$ cat src/rtl/key_step_counter.sv
// key_step_counter: synchronised, debounced UP/DOWN/CLEAR keys driving a
// CNT_W-bit up/down counter with wrap or saturate behaviour.
// Optional build macro KEY_STEP_AUTO_REPEAT_EN adds auto-repeat steps while a
// key is held in the long-press state; without it each press is one step.
module key_step_counter #(
    parameter int DEBOUNCE_CYC = 500000,
    parameter int LONG_CYC     = 50000000,
    parameter int REPEAT_CYC   = 10000000,
    parameter int CNT_W        = 4,
    parameter int SATURATE     = 0
) (
    input  logic             FPGA_CLK,
    input  logic             RESET_BUT,
    input  logic             key_up_n,
    input  logic             key_dn_n,
    input  logic             key_clr_n,
    output logic [CNT_W-1:0] count,
    output logic             up_pulse,
    output logic             dn_pulse,
    output logic             long_press,
    output logic             at_max,
    output logic             at_min
);

    localparam int DB_W   = (DEBOUNCE_CYC > 1) ? $clog2(DEBOUNCE_CYC) : 1;
    localparam int LONG_W = (LONG_CYC > 1) ? $clog2(LONG_CYC) : 1;

    localparam logic [DB_W-1:0]   DB_MAX   = DB_W'(DEBOUNCE_CYC - 1);
    localparam logic [LONG_W-1:0] LONG_MAX = LONG_W'(LONG_CYC - 1);
    localparam logic [CNT_W-1:0]  CNT_MAX  = '1;

    localparam logic [1:0] S_IDLE  = 2'd0;
    localparam logic [1:0] S_PRESS = 2'd1;
    localparam logic [1:0] S_LONG  = 2'd2;

    // Key index: 0 = UP, 1 = DOWN, 2 = CLEAR (levels are active-low)
    logic [2:0]        raw_keys;
    logic [2:0]        sync_p0;
    logic [2:0]        sync_p1;
    logic [2:0]        deb_level;
    logic [DB_W-1:0]   db_cnt [3];
    logic [2:0]        pressed;

    logic [1:0]        key_state [2];
    logic [LONG_W-1:0] hold_cnt [2];
    logic [1:0]        step_req;

    logic              clr_prev;
    logic              clr_edge;

    assign raw_keys = {key_clr_n, key_dn_n, key_up_n};
    assign pressed  = ~deb_level;

    // Two-flop synchroniser per key; released (high) after reset
    always_ff @(posedge FPGA_CLK) begin
        if (RESET_BUT) begin
            sync_p0 <= '1;
            sync_p1 <= '1;
        end else begin
            sync_p0 <= raw_keys;
            sync_p1 <= sync_p0;
        end
    end

    // Debounce: level follows the synchronised key only after it has differed for DEBOUNCE_CYC cycles
    always_ff @(posedge FPGA_CLK) begin
        if (RESET_BUT) begin
            deb_level <= '1;
            for (int i = 0; i < 3; i++) db_cnt[i] <= '0;
        end else begin
            for (int i = 0; i < 3; i++) begin
                if (sync_p1[i] != deb_level[i]) begin
                    if (db_cnt[i] == DB_MAX) begin
                        deb_level[i] <= sync_p1[i];
                        db_cnt[i]    <= '0;
                    end else begin
                        db_cnt[i] <= db_cnt[i] + 1'b1;
                    end
                end else begin
                    db_cnt[i] <= '0;
                end
            end
        end
    end

    // UP/DOWN key FSMs with a saturating hold counter
    always_ff @(posedge FPGA_CLK) begin
        if (RESET_BUT) begin
            for (int k = 0; k < 2; k++) begin
                key_state[k] <= S_IDLE;
                hold_cnt[k]  <= '0;
            end
        end else begin
            for (int k = 0; k < 2; k++) begin
                if (!pressed[k]) begin
                    key_state[k] <= S_IDLE;
                    hold_cnt[k]  <= '0;
                end else begin
                    if (hold_cnt[k] != LONG_MAX) hold_cnt[k] <= hold_cnt[k] + 1'b1;
                    case (key_state[k])
                        S_IDLE:  key_state[k] <= S_PRESS;
                        S_PRESS: if (hold_cnt[k] == LONG_MAX) key_state[k] <= S_LONG;
                        S_LONG:  key_state[k] <= S_LONG;
                        default: key_state[k] <= S_IDLE;
                    endcase
                end
            end
        end
    end

`ifdef KEY_STEP_AUTO_REPEAT_EN
    localparam int RPT_W = (REPEAT_CYC > 1) ? $clog2(REPEAT_CYC) : 1;
    localparam logic [RPT_W-1:0] RPT_MAX = RPT_W'(REPEAT_CYC - 1);

    logic [RPT_W-1:0] rpt_cnt [2];
    logic [1:0]       rep_tick;

    // Repeat timer: one tick every REPEAT_CYC cycles spent in LONG, first one REPEAT_CYC after entry
    always_ff @(posedge FPGA_CLK) begin
        if (RESET_BUT) begin
            rep_tick <= '0;
            for (int k = 0; k < 2; k++) rpt_cnt[k] <= '0;
        end else begin
            for (int k = 0; k < 2; k++) begin
                rep_tick[k] <= 1'b0;
                if (key_state[k] == S_LONG && pressed[k]) begin
                    if (rpt_cnt[k] == RPT_MAX) begin
                        rpt_cnt[k]  <= '0;
                        rep_tick[k] <= 1'b1;
                    end else begin
                        rpt_cnt[k] <= rpt_cnt[k] + 1'b1;
                    end
                end else begin
                    rpt_cnt[k] <= '0;
                end
            end
        end
    end

    assign step_req[0] = pressed[0] & ((key_state[0] == S_IDLE) | rep_tick[0]);
    assign step_req[1] = pressed[1] & ((key_state[1] == S_IDLE) | rep_tick[1]);
`else
    logic repeat_unused;
    assign repeat_unused = (REPEAT_CYC > 0);

    assign step_req[0] = pressed[0] & (key_state[0] == S_IDLE);
    assign step_req[1] = pressed[1] & (key_state[1] == S_IDLE);
`endif

    // Remember the debounced CLEAR level so only its press edge clears the count
    always_ff @(posedge FPGA_CLK) begin
        if (RESET_BUT) clr_prev <= 1'b0;
        else           clr_prev <= pressed[2];
    end

    assign clr_edge = pressed[2] & ~clr_prev;

    // Counter update: CLEAR, then UP+DOWN cancel, then single UP or DOWN step
    always_ff @(posedge FPGA_CLK) begin
        if (RESET_BUT) begin
            count    <= '0;
            up_pulse <= 1'b0;
            dn_pulse <= 1'b0;
        end else begin
            up_pulse <= 1'b0;
            dn_pulse <= 1'b0;
            if (clr_edge) begin
                count <= '0;
            end else if (step_req[0] && step_req[1]) begin
                count <= count;
            end else if (step_req[0]) begin
                if (!(SATURATE != 0 && count == CNT_MAX)) begin
                    count    <= count + 1'b1;
                    up_pulse <= 1'b1;
                end
            end else if (step_req[1]) begin
                if (!(SATURATE != 0 && count == '0)) begin
                    count    <= count - 1'b1;
                    dn_pulse <= 1'b1;
                end
            end
        end
    end

    assign long_press = (key_state[0] == S_LONG) || (key_state[1] == S_LONG);
    assign at_max     = (count == CNT_MAX);
    assign at_min     = (count == '0);

endmodule

$ cat config.mk
export PLATFORM = sky130hd
export DESIGN_NAME = key_step_counter
export DESIGN_NICKNAME = d
export VERILOG_FILES = /design/src/rtl/key_step_counter.sv
export SDC_FILE = /design/constraint.sdc
export NUM_CORES = 1
export LEC_CHECK = 0
export ABC_AREA = 0
export CAP_MARGIN = 0
export CELL_PAD_IN_SITES_DETAIL_PLACEMENT = 0
export CELL_PAD_IN_SITES_GLOBAL_PLACEMENT = 1
export CORE_MARGIN = 3
export CORE_UTILIZATION = 52
export CTS_BUF_LIST = sky130_fd_sc_hd__clkbuf_4 sky130_fd_sc_hd__clkbuf_8
export CTS_CLUSTER_SIZE = 14
export DETAILED_ROUTE_END_ITERATION = 10
export PLACE_DENSITY_LB_ADDON = 0.1
export SYNTH_ARGS = -nofsm -noshare
export SYNTH_HDL_FRONTEND = slang
export SYNTH_SLANG_ARGS = --single-unit
$ cat constraint.sdc
create_clock -name FPGA_CLK -period 3.7 [get_ports FPGA_CLK]
set_clock_uncertainty 0.05 [all_clocks]
set_input_delay 0.555 -clock FPGA_CLK [delete_from_list [all_inputs] [get_ports FPGA_CLK]]
set_output_delay 0.555 -clock FPGA_CLK [all_outputs]
set_load 0.01 [all_outputs]
==> metrics.md <==
| Metric | Value |
|---|---|
| Status | `completed` |
| Most frequent cells in the layout | `edfxtp_1 (113), nor2_1 (85), conb_1 (57), a21oi_1 (41), xnor2_1 (39)` |
| Tmin final | `2.542 ns` |
| Vias in the first global route | `4878` |
| Syn Area/Cell | `10.38 µm²` |
| Via density | `5.549` |
| Synth Warn # | `0` |
| Total power | `3.103 mW` |
| Slowest CP cell | `a31o_2` |
| Commonest non-fill, non-tap cell in the layout | `edfxtp_1` |
| Antenna cell count | `0` |
| Post-synthesis sequential area ratio | `53.54%` |
| Dpl ws | `0.7982 ns` |
| DR pass1 iterations | `5` |
| Ratio of total power to cell area | `392.4 nW/µm²` |
| Share of layout cells above drive strength 1 | `8.223%` |
| Slew Limit Fails | `0` |
| Via count | `5138` |
| Max-cap violations | `0` |
| Area of the multi-input gates | `3251 µm²` |
| Delay-heaviest family, CP | `simple AND/OR/NAND/NOR gates` |
| First-pass GRT wire length | `22.19 mm` |
| CP max FO | `25` |
| CP Class | `register to register` |
| Worst Setup End Kind | `register` |
| Hold_buf cts | `0` |
| WP data arrival | `2.66 ns` |
| Clock Sinks | `129` |
| Dpl cells | `894` |
| Fmax | `0.3934 GHz` |
| Drt drc | `0` |
| Half-perimeter wire length after placement | `8.931 mm` |
| Setup violators final | `0` |
| Synthesis-to-finish area growth | `14.00%` |
| Mapped cell area | `6937 µm²` |
| Syn Inst Count | `668` |
| Die Wd | `121.5 µm` |
| IO Pins | `14` |
| Post-synth cell types | `55` |
| CP required | `3.82 ns` |
| Slew headroom | `27.48%` |
| Number of DRC markers in iteration 0 | `336` |
| Post-CTS Resized | `0` |
| Die Area | `14760 µm²` |
| H-Tree Level Count | `4` |
| Async S/R FF share, synth | `0%` |
| Gr usage total | `19.08%` |
| I/O Buffers | `13` |
| Period utilization | `68.71%` |
| Number of enable flip-flop cells after synthesis | `113` |
| FP Rows | `41` |
| Worst slew pin tran | `1.088 ns` |
| Flop and latch count out of synthesis | `129` |
| Non-filler cells, final | `926` |
| DRT Wirelength | `13.27 mm` |
| CTS clk-pin slew, worst paths | `0.08 ns` |
| DRT antenna net count | `0` |
| Setup bufs post-CTS | `0` |
| Grt ovf | `0` |
| Final hold violations | `0` |
| Total Nets Final | `755` |
| Setup_tns | `0 ns` |
| Max incr delay on CP | `0.52 ns` |
| Leak | `2.612 nW` |
| WL per Instance | `14.33 µm` |
| Worst-path cell chain | `ha_1 -> and2_0 -> and4_1 -> a31o_2 -> nand2b_1` |
| Unrepaired setup endpoints after global routing | `false` |
| HP Class | `register to register` |
| Longest Clk Path Bufs | `2` |
| Startpoint types | `register` |
| Layout fillers | `1105` |
| Final setup margin | `1.158 ns` |
| Bufs and invs on worst path | `0` |
| Core Area | `12820 µm²` |
| Most used DFF post-synth | `edfxtp_1` |
| Initial Util | `54.09%` |
| Worst-skew pair later-pin latency | `0.45 ns` |
| Post-placement cell area | `7448 µm²` |
| CTS buffer count | `17` |
| Vert. Die Dim | `121.5 µm` |
| Peak supply drop | `0.2647 mV` |
| Antenna violations before repair | `0` |
| GPL Wtd Cong | `0.7813` |
| CTS tree | `built` |
| Final instance area | `7908 µm²` |
| Largest net degree at the start of global routing | `27` |
| Sequential cell area | `3714 µm²` |
| Clock root cell | `clkbuf_8` |
[cell families (layout without fill, tap and decap cells)]
| logic type | Yosys count | in the layout | synth area share, % |
|---|---|---|---|
| buffers and inverters | 47 | 77 | 2.705 |
| XOR/XNOR | 64 | 64 | 8.081 |
| AND/OR/NAND/NOR | 318 | 318 | 25.05 |
| multiplexers | 3 | 3 | 0.4509 |
| AO/OA/AOI/OAI | 97 | 97 | 8.388 |
| other | 1 | 57 | 0.05406 |
| adder cells (fa/ha/maj) | 9 | 9 | 1.732 |
| flip-flops | 129 | 129 | 53.54 |
[registers in the layout (all words and copies together), names as in the netlist]
name       flops
clr_prev       1
count          4
db_cnt        57
deb_level      3
dn_pulse       1
hold_cnt      52
key_state      4
sync_p0        3
sync_p1        3
up_pulse       1
[cell usage after synthesis (all sizes together) (8+ instances only)]
cell,number,area (µm²)
o31ai,16,120.1
o21ai,25,125.1
and3,9,56.30
xnor2,39,341.6
nand2,38,158.9
and4,9,78.83
nor3,14,70.07
nor2,85,319.1
nor4,18,112.6
nand3,37,202.7
or3,24,150.1
edfxtp,113,3393
or4,24,183.9
ha,8,100.1
dfxtp,16,320.3
clkbuf,16,60.06
or2,13,81.33
inv,27,101.3
xor2,25,219.0
a21oi,41,205.2
nand4,26,168.9
[layer usage]
metal | vias up | global-route usage (%) | routed length, µm
met5 | - | 0 | 0
met4 | 0 | 7.353 | 174
met3 | 16 | 5.268 | 574
met2 | 78 | 30.60 | 6266
met1 | 2465 | 24.64 | 6253
li1 | 2579 | - | -
[worst paths after layout]
check / startpoint / endpoint / slack (ns) / depth (start not counted)
worst min register to register: sync_p0[2] / sync_p1[2] / 0.36 / 1
worst max register to register: hold_cnt[0][0] / key_state[0][0] / 1.16 / 5
worst max-delay path: hold_cnt[0][0] / key_state[0][0] / 1.16 / 5
worst min-delay path: sync_p0[2] / sync_p1[2] / 0.36 / 1
[final cells by class]
type                    count  area share [%]
repair buffers             18           2.120
well taps                 172           2.722
clock buffers              21           3.497
flip-flops and latches    129           46.96
inverters                  27           1.282
clock inverters            11           2.310
multi-input cells         548           41.11
[stage by stage]
| stage | utilization, % | hold slack, ns |
|---|---|---|
| final | 61.66 | 0.3596 |
| after global routing | 61.66 | 0.3752 |
| after CTS | 61.66 | 0.3616 |
| after global placement | 58.08 | 0.3448 |
| after detailed placement | 58.08 | 0.3441 |
| after floorplan | - | 0.3395 |
[worst register-to-register path: cells and delay by family (launching register included)]
kind | cells | cell delay (ns)
and+or+nand+nor | 3 | 1.01
AOI/OAI and AO/OA | 1 | 0.52
DFF | 1 | 0.43
adders and majority gates | 1 | 0.26
[power by group]
| part | internal (mW) | switching, mW | total (mW) | leakage, nW |
|---|---|---|---|---|
| Combinational | 0.0289 | 0.0399 | 0.0688 | 0.961 |
| Clock | 0.849 | 0.553 | 1.40 | 0.241 |
| Sequential | 1.60 | 0.0331 | 1.63 | 1.41 |
Power figures use the tool's default switching activity.
